### src/rtl/hilo_div_ctrl_pkg.sv
// Shared definitions for the HI/LO divide controller: op encodings, FSM states,
// divider iteration count and a modulo-2^32 negate helper.
package hilo_div_ctrl_pkg;

    localparam logic [1:0] OP_DIV  = 2'd0;
    localparam logic [1:0] OP_DIVU = 2'd1;
    localparam logic [1:0] OP_MTHI = 2'd2;
    localparam logic [1:0] OP_MTLO = 2'd3;

    localparam int unsigned DIV_ITER = 32;

    typedef enum logic [1:0] {
        StIdle,
        StStart,
        StWait,
        StFix
    } state_e;

    // Two's-complement negate; wraps, so 0x80000000 maps to itself.
    function automatic logic [31:0] neg32(input logic [31:0] v);
        return ~v + 32'd1;
    endfunction

endpackage

### src/rtl/hilo_div_ctrl_if.sv
// Connection between the HI/LO controller and the external iterative unsigned
// divider.
interface hilo_div_ctrl_if;

    logic        dv_start;
    logic [31:0] dv_a;
    logic [31:0] dv_b;
    logic        dv_finished;
    logic [31:0] dv_hi;
    logic [31:0] dv_lo;

    modport master (
        output dv_start,
        output dv_a,
        output dv_b,
        input  dv_finished,
        input  dv_hi,
        input  dv_lo
    );

    modport slave (
        input  dv_start,
        input  dv_a,
        input  dv_b,
        output dv_finished,
        output dv_hi,
        output dv_lo
    );

endinterface

### src/rtl/hilo_div_ctrl_div_sign_fix.sv
// Combinational sign handling around the unsigned divider: operand magnitudes
// on the way in, quotient/remainder sign correction on the way out.
module div_sign_fix
    import hilo_div_ctrl_pkg::*;
(
    input  logic [31:0] rs,
    input  logic [31:0] rt,
    input  logic        is_signed,
    input  logic        quot_neg,
    input  logic        rem_neg,
    input  logic [31:0] dv_hi,
    input  logic [31:0] dv_lo,
    output logic [31:0] abs_a,
    output logic [31:0] abs_b,
    output logic [31:0] quot,
    output logic [31:0] rem
);

    always_comb begin
        abs_a = (is_signed && rs[31]) ? neg32(rs) : rs;
        abs_b = (is_signed && rt[31]) ? neg32(rt) : rt;
        quot  = quot_neg ? neg32(dv_lo) : dv_lo;
        rem   = rem_neg  ? neg32(dv_hi) : dv_hi;
    end

endmodule

### src/rtl/hilo_div_ctrl.sv
// HI/LO register file with MTHI/MTLO and a DIV/DIVU sequencer driving an
// external 32-iteration unsigned divider.
module hilo_div_ctrl
    import hilo_div_ctrl_pkg::*;
(
    input  logic        clock,
    input  logic        reset,
    input  logic        op_valid,
    input  logic [1:0]  op,
    input  logic [31:0] rs,
    input  logic [31:0] rt,
    output logic        busy,
    output logic        done,
    output logic        div_by_zero,
    output logic [31:0] hi,
    output logic [31:0] lo,
    hilo_div_ctrl_if.master dv
);

    state_e      state_q, state_d;
    logic [31:0] hi_q, hi_d;
    logic [31:0] lo_q, lo_d;
    logic [31:0] dv_a_q, dv_a_d;
    logic [31:0] dv_b_q, dv_b_d;
    logic        dv_start_q, dv_start_d;
    logic        done_q, done_d;
    logic        dbz_q, dbz_d;
    logic        quot_neg_q, quot_neg_d;
    logic        rem_neg_q, rem_neg_d;

    logic        is_signed;
    logic [31:0] abs_a, abs_b, quot, rem;

    assign is_signed = (op == OP_DIV);

    div_sign_fix u_sign_fix (
        .rs        (rs),
        .rt        (rt),
        .is_signed (is_signed),
        .quot_neg  (quot_neg_q),
        .rem_neg   (rem_neg_q),
        .dv_hi     (dv.dv_hi),
        .dv_lo     (dv.dv_lo),
        .abs_a     (abs_a),
        .abs_b     (abs_b),
        .quot      (quot),
        .rem       (rem)
    );

    always_ff @(posedge clock) begin
        if (reset) begin
            state_q    <= StIdle;
            hi_q       <= '0;
            lo_q       <= '0;
            dv_a_q     <= '0;
            dv_b_q     <= '0;
            dv_start_q <= 1'b0;
            done_q     <= 1'b0;
            dbz_q      <= 1'b0;
            quot_neg_q <= 1'b0;
            rem_neg_q  <= 1'b0;
        end else begin
            state_q    <= state_d;
            hi_q       <= hi_d;
            lo_q       <= lo_d;
            dv_a_q     <= dv_a_d;
            dv_b_q     <= dv_b_d;
            dv_start_q <= dv_start_d;
            done_q     <= done_d;
            dbz_q      <= dbz_d;
            quot_neg_q <= quot_neg_d;
            rem_neg_q  <= rem_neg_d;
        end
    end

    always_comb begin
        state_d    = state_q;
        hi_d       = hi_q;
        lo_d       = lo_q;
        dv_a_d     = dv_a_q;
        dv_b_d     = dv_b_q;
        dv_start_d = 1'b0;
        done_d     = 1'b0;
        dbz_d      = 1'b0;
        quot_neg_d = quot_neg_q;
        rem_neg_d  = rem_neg_q;

        case (state_q)
            StIdle: begin
                if (op_valid) begin
                    unique case (op)
                        OP_DIV, OP_DIVU: begin
                            if (rt == 32'd0) begin
                                done_d = 1'b1;
                                dbz_d  = 1'b1;
                            end else begin
                                dv_a_d     = abs_a;
                                dv_b_d     = abs_b;
                                quot_neg_d = is_signed && (rs[31] ^ rt[31]);
                                rem_neg_d  = is_signed && rs[31];
                                dv_start_d = 1'b1;
                                state_d    = StStart;
                            end
                        end
                        OP_MTHI: begin
                            hi_d   = rs;
                            done_d = 1'b1;
                        end
                        OP_MTLO: begin
                            lo_d   = rs;
                            done_d = 1'b1;
                        end
                    endcase
                end
            end
            // dv_finished is still high from the previous idle period here, so
            // it is only looked at once the divider has seen the start pulse.
            StStart: state_d = StWait;
            StWait: begin
                if (dv.dv_finished) state_d = StFix;
            end
            StFix: begin
                lo_d    = quot;
                hi_d    = rem;
                done_d  = 1'b1;
                state_d = StIdle;
            end
            default: state_d = StIdle;
        endcase
    end

    assign busy        = (state_q != StIdle);
    assign done        = done_q;
    assign div_by_zero = dbz_q;
    assign hi          = hi_q;
    assign lo          = lo_q;
    assign dv.dv_start = dv_start_q;
    assign dv.dv_a     = dv_a_q;
    assign dv.dv_b     = dv_b_q;

endmodule

### src/flat_wrapper.sv
// flat-port wrapper written by rule: the top's interface ports become plain ports
module hilo_div_ctrl_flat import hilo_div_ctrl_pkg::*;
  (clock, reset, op_valid, op, rs, rt, busy, done, div_by_zero, hi, lo, dv_dv_start, dv_dv_a, dv_dv_b, dv_dv_finished, dv_dv_hi, dv_dv_lo);
  hilo_div_ctrl_if dv_i ();
  input  logic clock;
  input  logic reset;
  input  logic op_valid;
  input  logic [1:0] op;
  input  logic [31:0] rs;
  input  logic [31:0] rt;
  output logic busy;
  output logic done;
  output logic div_by_zero;
  output logic [31:0] hi;
  output logic [31:0] lo;
  output wire logic [$bits(dv_i.dv_start)-1:0] dv_dv_start;
  output wire logic [$bits(dv_i.dv_a)-1:0] dv_dv_a;
  output wire logic [$bits(dv_i.dv_b)-1:0] dv_dv_b;
  input wire logic [$bits(dv_i.dv_finished)-1:0] dv_dv_finished;
  input wire logic [$bits(dv_i.dv_hi)-1:0] dv_dv_hi;
  input wire logic [$bits(dv_i.dv_lo)-1:0] dv_dv_lo;
  assign dv_dv_start = dv_i.dv_start;
  assign dv_dv_a = dv_i.dv_a;
  assign dv_dv_b = dv_i.dv_b;
  assign dv_i.dv_finished = dv_dv_finished;
  assign dv_i.dv_hi = dv_dv_hi;
  assign dv_i.dv_lo = dv_dv_lo;
  hilo_div_ctrl u_core (.clock(clock), .reset(reset), .op_valid(op_valid), .op(op), .rs(rs), .rt(rt), .busy(busy), .done(done), .div_by_zero(div_by_zero), .hi(hi), .lo(lo), .dv(dv_i));
endmodule
### config.mk
export PLATFORM = sky130hd
export DESIGN_NAME = hilo_div_ctrl_flat
export DESIGN_NICKNAME = d
export VERILOG_FILES = /design/src/rtl/hilo_div_ctrl_pkg.sv /design/src/rtl/hilo_div_ctrl_if.sv /design/src/rtl/hilo_div_ctrl_div_sign_fix.sv /design/src/rtl/hilo_div_ctrl.sv /design/src/flat_wrapper.sv
export SDC_FILE = /design/constraint.sdc
export NUM_CORES = 1
export LEC_CHECK = 0
export ABC_CLOCK_PERIOD_IN_PS = 5200
export BUFFER_PORTS_ARGS = -buffer_cell sky130_fd_sc_hd__buf_2
export CAP_MARGIN = 20
export CORE_MARGIN = 2
export CORE_UTILIZATION = 55
export CTS_CLUSTER_DIAMETER = 40
export CTS_CLUSTER_SIZE = 8
export DETAILED_ROUTE_END_ITERATION = 6
export GPL_TIMING_DRIVEN = 0
export PLACE_DENSITY = 0.84
export SYNTH_ARGS = -nofsm -noshare
export SYNTH_HDL_FRONTEND = slang
export SYNTH_SLANG_ARGS = --single-unit
### constraint.sdc
create_clock -name clock -period 5.2 [get_ports clock]
set_input_delay 1.56 -clock clock [delete_from_list [all_inputs] [get_ports clock]]
set_output_delay 1.56 -clock clock [all_outputs]
set_load 0.01 [all_outputs]
==> results of run 1 <==
==> cell usage in the layout, fill, tap and decap left out, types with 10 or more instances in the layout <==
master	count
buf_2	267
dfxtp_1	135
a21oi_1	106
clkbuf_1	81
xor2_1	79
a211oi_1	68
nand2_1	65
nor2_1	61
o21ai_0	51
nor3_1	38
o41ai_1	32
or3_1	31
o31ai_1	28
xnor2_1	19
inv_1	18
or4_1	17
clkbuf_16	17
a221oi_1	15
nand3_1	14
nand4_1	12
a211o_1	12
nor4_1	11
a31oi_1	10
==> power by group through the flow <==
stage	Clock [mW]	Combinational (mW)	Sequential, mW
floorplan	0	0.533	1.37
global placement	0	1.04	1.31
detailed placement	0	1.05	1.31
CTS	1.32	1.06	1.29
global route	1.37	1.17	1.31
finish	1.33	1.09	1.30
==> worst paths after layout <==
| kind | from | endpoint | slack (ns) | cells past startpoint |
|---|---|---|---|---|
| worst max register to register | u_core.state_q[0] | u_core.lo[23] | 2.15 | 9 |
| worst max-delay path | rt[0] | u_core.dv.dv_a[30] | 1.38 | 11 |
| worst min-delay path | u_core.hi[12] | u_core.hi[12] | 0.45 | 2 |
| worst min register to register | u_core.hi[12] | u_core.hi[12] | 0.45 | 2 |
==> area by class of cell <==
class                   instances  area share (%)
plain buffers                  90            3.31
flip-flops and latches        135            25.7
inverters                      20           0.715
clock inverters                11            1.63
multi-input cells             788            49.2
clock buffers                  21            4.48
diodes                          3          0.0715
well taps                     184            2.19
repair buffers                266            12.7
==> sequential cells by signal, summed over array words and instances (netlist names) <==
name,count
u_core.lo,32
u_core.done,1
u_core.dv.dv_start,1
u_core.dv.dv_b,32
u_core.state_q,2
u_core.quot_neg_q,1
u_core.dv.dv_a,32
u_core.rem_neg_q,1
u_core.hi,32
u_core.div_by_zero,1
==> critical path, stage by stage <==
cell      delay [ns]
buf_2           0.13
inv_1           0.05
ha_1            0.21
nor4b_1         0.16
clkbuf_2        0.16
and4_1          0.28
a31oi_1         0.36
clkbuf_1        0.41
clkbuf_1        0.40
a21oi_1         0.15
a211oi_1        0.26
==> stage by stage <==
stage	power (mW)	hold slack, ns	setup WS [ns]	util [%]
CTS	3.67	0.459	1.17	71.6
detailed placement	2.36	0.446	0.807	67.2
global placement	2.34	0.439	0.762	67.2
finish	3.71	0.454	1.38	71.7
floorplan	1.90	0.468	1.44	-
global route	3.85	0.468	1.17	71.7
==> kinds of logic (layout without fill, tap and decap cells) <==
group	after synthesis	count (layout)	synth area share, %
compound gates	374	374	30.7
xor+xnor	98	98	10.4
fa+ha+maj	7	7	1.06
buf+inv	110	408	5.10
flops	135	135	32.6
mux	12	12	1.51
other cells	0	3	0
simple gates	297	297	18.7
==> layer usage <==
metal  wire [microns]  part of all wire, %  GRT usage (%)
met1            12500                   38           48.6
met2            15000                   46           64.1
met3             3630                   11           9.15
met4             1650                  5.0           20.7
met5               14                0.043              0
==> cells in the mapped netlist, drive strengths merged, types with 14 or more instances <==
library cell and instances:
inv 18, o31ai 28, nor2 61, or4 20, xor2 79, o21ai 51, nand2 65, a211oi 68
a221oi 15, a21oi 106, nor3 38, nand3 14, xnor2 19, o41ai 33, clkbuf 80, or3 31
dfxtp 135
==> metrics.cfg, run 1 <==
[status]
outcome = finished clean

[routing]
vias = 9974
wl_per_cell_microns = 21.6
avgViaCountPerCell = 6.57
wl_mm = 32.7
ant_nets = 0
dr.first_iter.drc_count = 1264
drc = 0
first_pass_iters = 6

[grt]
grt_overflow = 0
grt_max_degree = 17
grt_pass1_vias = 9253
grt_pass1_wl_mm = 49.7
antenna_found_initial = 3
grt_usage_pct = 39.3

[power_and_ir_drop]
vdd_drop_max_mv = 0.227
pwr-share-clk_pct = 35.9
swShare_pct = 34.5
p_leak_nw = 4.02
power_density_nw_per_um2 = 354
internal-power_mw = 2.43
p_comb_share_pct = 29.3
switchingPower_mw = 1.28
seq_power_share_pct = 34.9

[clock_tree]
cts_setup_buffers = 0
htree_levels = 4
cts_buffer_depth = 2
cts_root_buffer = clkbuf_16
ctsHoldBuffers = 0
numCtsBuffers = 17
path_clk_slew_ns = 0.06
cts_tree = yes
postCtsResizedCells = 0
clkLatencyLatePin_ns = 0.43
clock_sinks = 135

[final_layout]
regArea_sq_um = 2700
stdcell_area_sq_um = 10500
nets = 1459
fin_cells = 1518
n_fill_cell = 1213
multi_input_area_sq_um = 5160
layout-drive-gt1-share_pct = 24.4
syn2layout_area_growth_pct = 26.7

[synth]
synth-edff-count = 0
ys_ff_latch = 135
synth_top_cell_by_area = dfxtp_1
synth_top_area_share_pct = 32.6
yosys_warnings = 0
synthTopCellsByArea = dfxtp_1, xor2_1, a21oi_1
synthCells = 1033
netlist_area_sq_um = 8290
synth_area_per_cell_sq_um = 8.02
synth_ff_type = dfxtp_1
synthArstFlopShare_pct = 0
synth.distinct_cells = 62
synth_nets = 1174
yosysSeqAreaShare_pct = 32.6

[min_path]
hold_class = register to register

[sta]
hold_viol = 0
layout_worst_path_cycle_share_pct = 73.4
worstMarginPinSlew_ns = 0.919
finClkSkew_ns = 0.00607
finalCriticalPeriod_ns = 3.82
fmax_mhz = 262
slew_headroom_pct = 38.1
rsz0062_at_grt = false
slew_viol_final = 0
finalSetupViolCount = 0
setup_tns_ns = 0

[floorplan]
ios = 266
dieArea_sq_um = 16100
die_x_microns = 127
fp.dieH_microns = 127
core_sq_um = 14600
row_count = 44
initial_core_util_pct = 56.6

[place]
placed_cell_area_sq_um = 9850
place_congestion = 1.08
place_inst = 1482
port_buffers = 265
dp_hpwl_mm = 24.8

[worst_setup_path]
crit_path_start_kind = primary input
crit_arrival_ns = 4.15
worstPathRequired_ns = 5.53
path_class = primary input to register
end_kind = register
crit_fanout = 10

[run]
cap_violations = 0

Note: power is estimated with default switching activity, not from simulation.
==> run 2, diff against run 1 <==
--- a/config.mk
+++ b/config.mk
@@ -5,16 +5,16 @@
 export SDC_FILE = /design/constraint.sdc
 export NUM_CORES = 1
 export LEC_CHECK = 0
-export ABC_CLOCK_PERIOD_IN_PS = 5200
+export ABC_CLOCK_PERIOD_IN_PS = 4000
 export BUFFER_PORTS_ARGS = -buffer_cell sky130_fd_sc_hd__buf_2
 export CAP_MARGIN = 20
 export CORE_MARGIN = 2
-export CORE_UTILIZATION = 55
+export CORE_UTILIZATION = 52
 export CTS_CLUSTER_DIAMETER = 40
 export CTS_CLUSTER_SIZE = 8
 export DETAILED_ROUTE_END_ITERATION = 6
 export GPL_TIMING_DRIVEN = 0
-export PLACE_DENSITY = 0.84
+export PLACE_DENSITY = 0.8
 export SYNTH_ARGS = -nofsm -noshare
 export SYNTH_HDL_FRONTEND = slang
 export SYNTH_SLANG_ARGS = --single-unit
==> constraint.sdc (replaced) <==
create_clock -name clock -period 4 [get_ports clock]
set_input_delay 1.2 -clock clock [delete_from_list [all_inputs] [get_ports clock]]
set_output_delay 1.2 -clock clock [all_outputs]
set_load 0.01 [all_outputs]
==> metrics.cfg, run 2 (same netlist as run 1, synthesis figures left out) <==
[worst_setup_path]
path_cells = buf_2 > inv_1 > ha_1 > nor4b_1 > clkbuf_2 > and4_1 > a31oi_1 > clkbuf_1 > clkbuf_1 > a21oi_1 > a211oi_1  ; unchanged
cp_slowest_cell = clkbuf_1  ; unchanged
r2r_start = u_core.state_q[0]  ; unchanged
crit_path_start_kind = primary input  ; unchanged
path_common_cell = clkbuf_1  ; unchanged
path_delay_family = buffers and inverters  ; unchanged
crit_arrival_ns = 3.77  ; was 4.15 ns
r2r_cells = 9  ; unchanged
worstPathRequired_ns = 4.33  ; was 5.53 ns
crit_buf_inv = 5  ; unchanged
rr_endpoint = u_core.hi[30]  ; was u_core.lo[23]
path_class = primary input to register  ; unchanged
crit_fanout = 10  ; unchanged
end_kind = register  ; unchanged
startpoint = rt[0]  ; unchanged
reg2reg_slack_ns = 1.04  ; was 2.15 ns
cpPeakStageDelay_ns = 0.45  ; was 0.41 ns

[clock_tree]
clock_sinks = 135  ; unchanged
postCtsResizedCells = 0  ; unchanged
ctsHoldBuffers = 0  ; unchanged
cts_buffer_depth = 2  ; unchanged
htree_levels = 4  ; unchanged
clkLatencyLatePin_ns = 0.43  ; about the same
path_clk_slew_ns = 0.06  ; about the same
cts_root_buffer = clkbuf_16  ; unchanged
cts_tree = yes  ; unchanged
cts_setup_buffers = 0  ; unchanged
numCtsBuffers = 17  ; unchanged

[power_and_ir_drop]
power_mw = 4.86  ; was 3.71 mW
vdd_drop_max_mv = 0.337  ; was 0.227 mV
p_leak_nw = 4.03  ; was 4.02 nW
power_density_nw_per_um2 = 461  ; was 354 nW/um^2

[grt]
grt_max_degree = 17  ; unchanged
grt_usage_pct = 37.1  ; was 39.3%
grt_overflow = 0  ; unchanged
grt_pass1_wl_mm = 48.2  ; was 49.7 mm
grt_pass1_vias = 8853  ; was 9253
antenna_found_initial = 3  ; unchanged

[final_layout]
stdcell_area_sq_um = 10600  ; was 10500 sq um
final_cell_mix = buf_2, dfxtp_1, a21oi_1, clkbuf_1, xor2_1  ; unchanged
layout-drive-gt1-share_pct = 24.4  ; about the same
n_fill_cell = 1393  ; was 1213
syn2layout_area_growth_pct = 27.3  ; was 26.7%
final_common_cell = buf_2  ; unchanged
utilization_pct = 67.2  ; was 71.7%
multi_input_area_sq_um = 5160  ; unchanged
fin_cells = 1549  ; was 1518
regArea_sq_um = 2700  ; unchanged
nets = 1459  ; unchanged

[place]
place_inst = 1514  ; was 1482
placed_cell_area_sq_um = 9890  ; was 9850 sq um
port_buffers = 265  ; unchanged
place_ws_ns = -0.122  ; was 0.807 ns
dp_hpwl_mm = 24.8  ; about the same
place_congestion = 1.03  ; was 1.08

[sta]
slew_viol_final = 0  ; unchanged
finClkSkew_ns = 0.00648  ; was 0.00607 ns
finalSetupViolCount = 0  ; unchanged
worstMarginPinSlew_ns = 0.881  ; was 0.919 ns
rsz0062_at_grt = false  ; unchanged
finalCriticalPeriod_ns = 3.44
setup_slack_ns = 0.559  ; was 1.38 ns
setup_tns_ns = 0  ; unchanged
slew_headroom_pct = 40.7  ; was 38.1%
whs_ns = 0.454  ; about the same
layout_worst_path_cycle_share_pct = 86.0
hold_viol = 0  ; unchanged
fmax_mhz = 291

[routing]
dr.first_iter.drc_count = 1260  ; was 1264
wl_mm = 32.6  ; was 32.7 mm
first_pass_iters = 6  ; unchanged
avgViaCountPerCell = 6.42  ; was 6.57
wl_per_cell_microns = 21.1  ; was 21.6 microns
ant_nets = 0  ; unchanged
vias = 9942  ; was 9974
drc = 0  ; unchanged

[floorplan]
fp.dieH_microns = 130  ; was 127 microns
dieArea_sq_um = 17000  ; was 16100 sq um
core_sq_um = 15700  ; was 14600 sq um
die_x_microns = 130  ; was 127 microns
ios = 266  ; unchanged
row_count = 46  ; was 44
initial_core_util_pct = 52.8  ; was 56.6%

[status]
outcome = finished clean  ; unchanged

[min_path]
min_from = u_core.hi[7]  ; was u_core.hi[12]
hold_end = u_core.hi[7]  ; was u_core.hi[12]
hold_class = register to register  ; unchanged
holdPathStages = 2  ; unchanged

[run]
cap_violations = 0  ; unchanged

run 2: changes by cell type in the layout (fill, tap and decap cells not counted):
| cell | change |
|---|---|
| bufinv_16 | +1 |
| clkbuf_1 | -1 |
| clkbuf_8 | -1 |
| clkinv_2 | +1 |
| clkinv_4 | +1 |
| clkinvlp_4 | -2 |
run 2: cell type report:
cell class	count	area share (%)
clock buffer	19	4.29
buffer	90	3.30
timing repair buffer	266	12.6
multi-input combinational	788	48.9
tap	216	2.56
sequential	135	25.6
antenna	3	0.0711
inverter	20	0.711
clock inverter	12	1.90
run 2: layer usage:
layer,global-route usage (%),up-vias,wire length (microns)
li1,-,4511,-
met1,46.8,4664,12900
met2,58.8,643,14700
met3,9.55,122,3480
met4,18.6,2,1580
met5,0,-,11
run 2: how the worst max path moves through the flow:
| stage | end | slack (ns) | cells past startpoint |
|---|---|---|---|
| detailed placement | u_core.dv.dv_a[13] | -0.12 | 10 |
| finish | u_core.dv.dv_b[30] | 0.56 | 11 |
| CTS | u_core.dv.dv_b[30] | 0.25 | 10 |
| global route | u_core.dv.dv_b[30] | 0.41 | 11 |
| floorplan | u_core.lo[27] | 0.60 | 7 |
| global placement | u_core.dv.dv_b[13] | -0.03 | 10 |
run 2: worst min-delay path: stages, from the launching register on:
cell and delay, ns:
dfxtp_1 0.30, nand2_1 0.05, a21oi_1 0.05
run 2: report_power, final:
part / switching [mW] / internal, mW / total (mW) / leakage [nW]
Sequential: 0.131 / 1.56 / 1.69 / 1.10
Combinational: 0.893 / 0.511 / 1.40 / 2.61
Clock: 0.630 / 1.14 / 1.77 / 0.323
Total: 1.65 / 3.20 / 4.86 / 4.03
==> run 3, diff against run 2 <==
--- a/config.mk
+++ b/config.mk
@@ -5,11 +5,12 @@
 export SDC_FILE = /design/constraint.sdc
 export NUM_CORES = 1
 export LEC_CHECK = 0
+export ABC_AREA = 1
 export ABC_CLOCK_PERIOD_IN_PS = 4000
 export BUFFER_PORTS_ARGS = -buffer_cell sky130_fd_sc_hd__buf_2
 export CAP_MARGIN = 20
 export CORE_MARGIN = 2
-export CORE_UTILIZATION = 52
+export CORE_UTILIZATION = 53
 export CTS_CLUSTER_DIAMETER = 40
 export CTS_CLUSTER_SIZE = 8
 export DETAILED_ROUTE_END_ITERATION = 6
==> metrics.cfg, run 3 <==
[worst_setup_path]
path_class = register to primary output  ; was primary input to register
crit_arrival_ns = 1.38  ; was 3.77 ns
path_common_cell = inv_1  ; was clkbuf_1
reg2reg_slack_ns = 1.59  ; was 1.04 ns
end_kind = primary output  ; was register
rr_endpoint = u_core.lo[9]  ; was u_core.hi[30]
path_cells = inv_1 > ha_1 > inv_1 > buf_2  ; was buf_2 > inv_1 > ha_1 > nor4b_1 > clkbuf_2 > and4_1 > a31oi_1 > clkbuf_1 > clkbuf_1 > a21oi_1 > a211oi_1
path_delay_family = flip-flops  ; was buffers and inverters
crit_fanout = 6  ; was 10
crit_path_start_kind = register  ; was primary input
cpPeakStageDelay_ns = 0.34  ; was 0.45 ns
r2r_start = u_core.state_q[0]  ; unchanged
worstPathRequired_ns = 2.80  ; was 4.33 ns
r2r_cells = 9  ; unchanged
crit_buf_inv = 3  ; was 5
cp_slowest_cell = dfxtp_1  ; was clkbuf_1

[sta]
setup_slack_ns = 1.42  ; was 0.559 ns
rsz0062_at_grt = false  ; unchanged
hold_viol = 0  ; unchanged
worstMarginPinSlew_ns = 0.791  ; was 0.881 ns
slew_viol_final = 0  ; unchanged
setup_tns_ns = 0  ; unchanged
fmax_mhz = 387  ; was 291 MHz
layout_worst_path_cycle_share_pct = 64.5  ; was 86.0%
slew_headroom_pct = 46.7  ; was 40.7%
finalSetupViolCount = 0  ; unchanged
finClkSkew_ns = 0.00970  ; was 0.00648 ns
finalCriticalPeriod_ns = 2.58  ; was 3.44 ns

[place]
place_inst = 1995  ; was 1514
placed_cell_area_sq_um = 10700  ; was 9890 sq um
dp_hpwl_mm = 31.0  ; was 24.8 mm
port_buffers = 264  ; was 265
place_ws_ns = 1.07  ; was -0.122 ns
place_congestion = 1.06  ; was 1.03

[routing]
first_pass_iters = 7  ; was 6
drc = 0  ; unchanged
wl_per_cell_microns = 19.2  ; was 21.1 microns
dr.first_iter.drc_count = 1578  ; was 1260
avgViaCountPerCell = 5.91  ; was 6.42
vias = 12000  ; was 9942
wl_mm = 38.9  ; was 32.6 mm
ant_nets = 0  ; unchanged

[floorplan]
core_sq_um = 16600  ; was 15700 sq um
dieArea_sq_um = 18200  ; was 17000 sq um
die_x_microns = 135  ; was 130 microns
initial_core_util_pct = 54.6  ; was 52.8%
row_count = 47  ; was 46
ios = 266  ; unchanged
fp.dieH_microns = 135  ; was 130 microns

[synth]
yosys_warnings = 0  ; unchanged
synth_nets = 1652  ; was 1174
synth_top_cell_by_area = dfxtp_1  ; unchanged
synth-edff-count = 0  ; unchanged
netlist_area_sq_um = 9080  ; was 8290 sq um
synth_common_cells = nand2_1, nor2_1, nand3_1  ; was dfxtp_1, a21oi_1, clkbuf_1
synthTopCellsByArea = dfxtp_1, nand2_1, nand3_1  ; was dfxtp_1, xor2_1, a21oi_1
yosysSeqAreaShare_pct = 29.8  ; was 32.6%
synth.distinct_cells = 40  ; was 62
ys_ff_latch = 135  ; unchanged
synthCells = 1511  ; was 1033
synthArstFlopShare_pct = 0  ; unchanged
synth_top_area_share_pct = 29.8  ; was 32.6%
synth.most_common_cell = nand2_1  ; was dfxtp_1
synth_area_per_cell_sq_um = 6.01  ; was 8.02 sq um
synth_ff_type = dfxtp_1  ; unchanged

[grt]
grt_pass1_vias = 10700  ; was 8853
antenna_found_initial = 4  ; was 3
grt_overflow = 0  ; unchanged
grt_max_degree = 17  ; unchanged
grt_usage_pct = 41.6  ; was 37.1%
grt_pass1_wl_mm = 58.0  ; was 48.2 mm

[clock_tree]
htree_levels = 4  ; unchanged
path_clk_slew_ns = 0.07  ; was 0.06 ns
cts_tree = yes  ; unchanged
clkLatencyLatePin_ns = 0.44  ; was 0.43 ns
cts_root_buffer = clkbuf_16  ; unchanged
cts_buffer_depth = 2  ; unchanged
numCtsBuffers = 17  ; unchanged
cts_setup_buffers = 0  ; unchanged
clock_sinks = 135  ; unchanged
postCtsResizedCells = 0  ; unchanged
ctsHoldBuffers = 0  ; unchanged

[final_layout]
stdcell_area_sq_um = 11300  ; was 10600 sq um
syn2layout_area_growth_pct = 24.4  ; was 27.3%
final_common_cell = nand2_1  ; was buf_2
nets = 1935  ; was 1459
fin_cells = 2031  ; was 1549
final_cell_mix = nand2_1, buf_2, nor2_1, nand3_1, inv_1  ; was buf_2, dfxtp_1, a21oi_1, clkbuf_1, xor2_1
layout-drive-gt1-share_pct = 19.7  ; was 24.4%

[power_and_ir_drop]
power_mw = 4.82  ; was 4.86 mW
vdd_drop_max_mv = 0.363  ; was 0.337 mV
p_leak_nw = 5.60  ; was 4.03 nW
power_density_nw_per_um2 = 427  ; was 461 nW/um^2

[status]
outcome = finished clean  ; unchanged

[min_path]
hold_class = register to register  ; unchanged
hold_end = u_core.dv.dv_a[3]  ; was u_core.hi[7]
min_from = u_core.dv.dv_a[3]  ; was u_core.hi[7]
holdPathStages = 2  ; unchanged

[run]
cap_violations = 0  ; unchanged

## run 3: per-layer routing
layer | routed length, microns | global-route usage (%) | vias to the layer above
li1 | - | - | 5543
met2 | 16500 | 61.3 | 932
met5 | 0 | 0 | -
met4 | 1860 | 19.8 | 0
met1 | 15500 | 57.2 | 5391
met3 | 5000 | 9.72 | 139
## run 3: kinds of logic after synthesis
family	Yosys count	share of synthesized area [%]
buffers and inverters	220	10.2
adder cells (fa/ha/maj)	7	0.964
AND/OR/NAND/NOR	836	39.7
flip-flops	135	29.8
XOR/XNOR	38	3.66
AO/OA/AOI/OAI	275	15.7
## run 3: area by class of cell
type,count,area [sq um]
multi-input cells,1156,5460
fillers,1513,5340
flip-flops and latches,135,2700
repair buffers,264,1320
inverters,155,582
clock buffers,17,425
plain buffers,65,340
well taps,220,275
clock inverters,15,185
diodes,4,10.0
## run 3: worst max path at each step
stage | startpoint | cells past startpoint | endpoint | slack, ns
floorplan | rt[1] | 11 | u_core.dv.dv_a[16] | 1.53
global route | rs[1] | 14 | u_core.dv.dv_a[30] | 1.21
global placement | dv_dv_lo[1] | 11 | u_core.lo[16] | 1.10
CTS | u_core.state_q[0] | 4 | busy | 1.43
detailed placement | dv_dv_lo[1] | 11 | u_core.lo[14] | 1.07
finish | u_core.state_q[0] | 4 | busy | 1.42
## run 3: worst register-to-register path, cell delays in order, from the launching register on
cell and delay [ns]:
dfxtp_1 0.32, inv_1 0.10, ha_1 0.27, nand2_1 0.13, inv_2 0.12, a31oi_1 0.14, inv_1 0.34, clkbuf_1 0.55
o21ai_0 0.19, a21oi_1 0.17
## run 3: where the power goes
part	total (mW)	internal, mW	leakage (nW)	switching, mW
Sequential	1.68	1.55	1.10	0.131
Combinational	1.48	0.502	4.20	0.979
Clock	1.66	0.947	0.302	0.712
## run 3: through the flow
step	util, %	hold slack, ns
detailed placement	64.2	0.451
global route	67.9	0.470
floorplan	-	0.483
CTS	67.8	0.460
global placement	64.2	0.449
finish	67.9	0.460
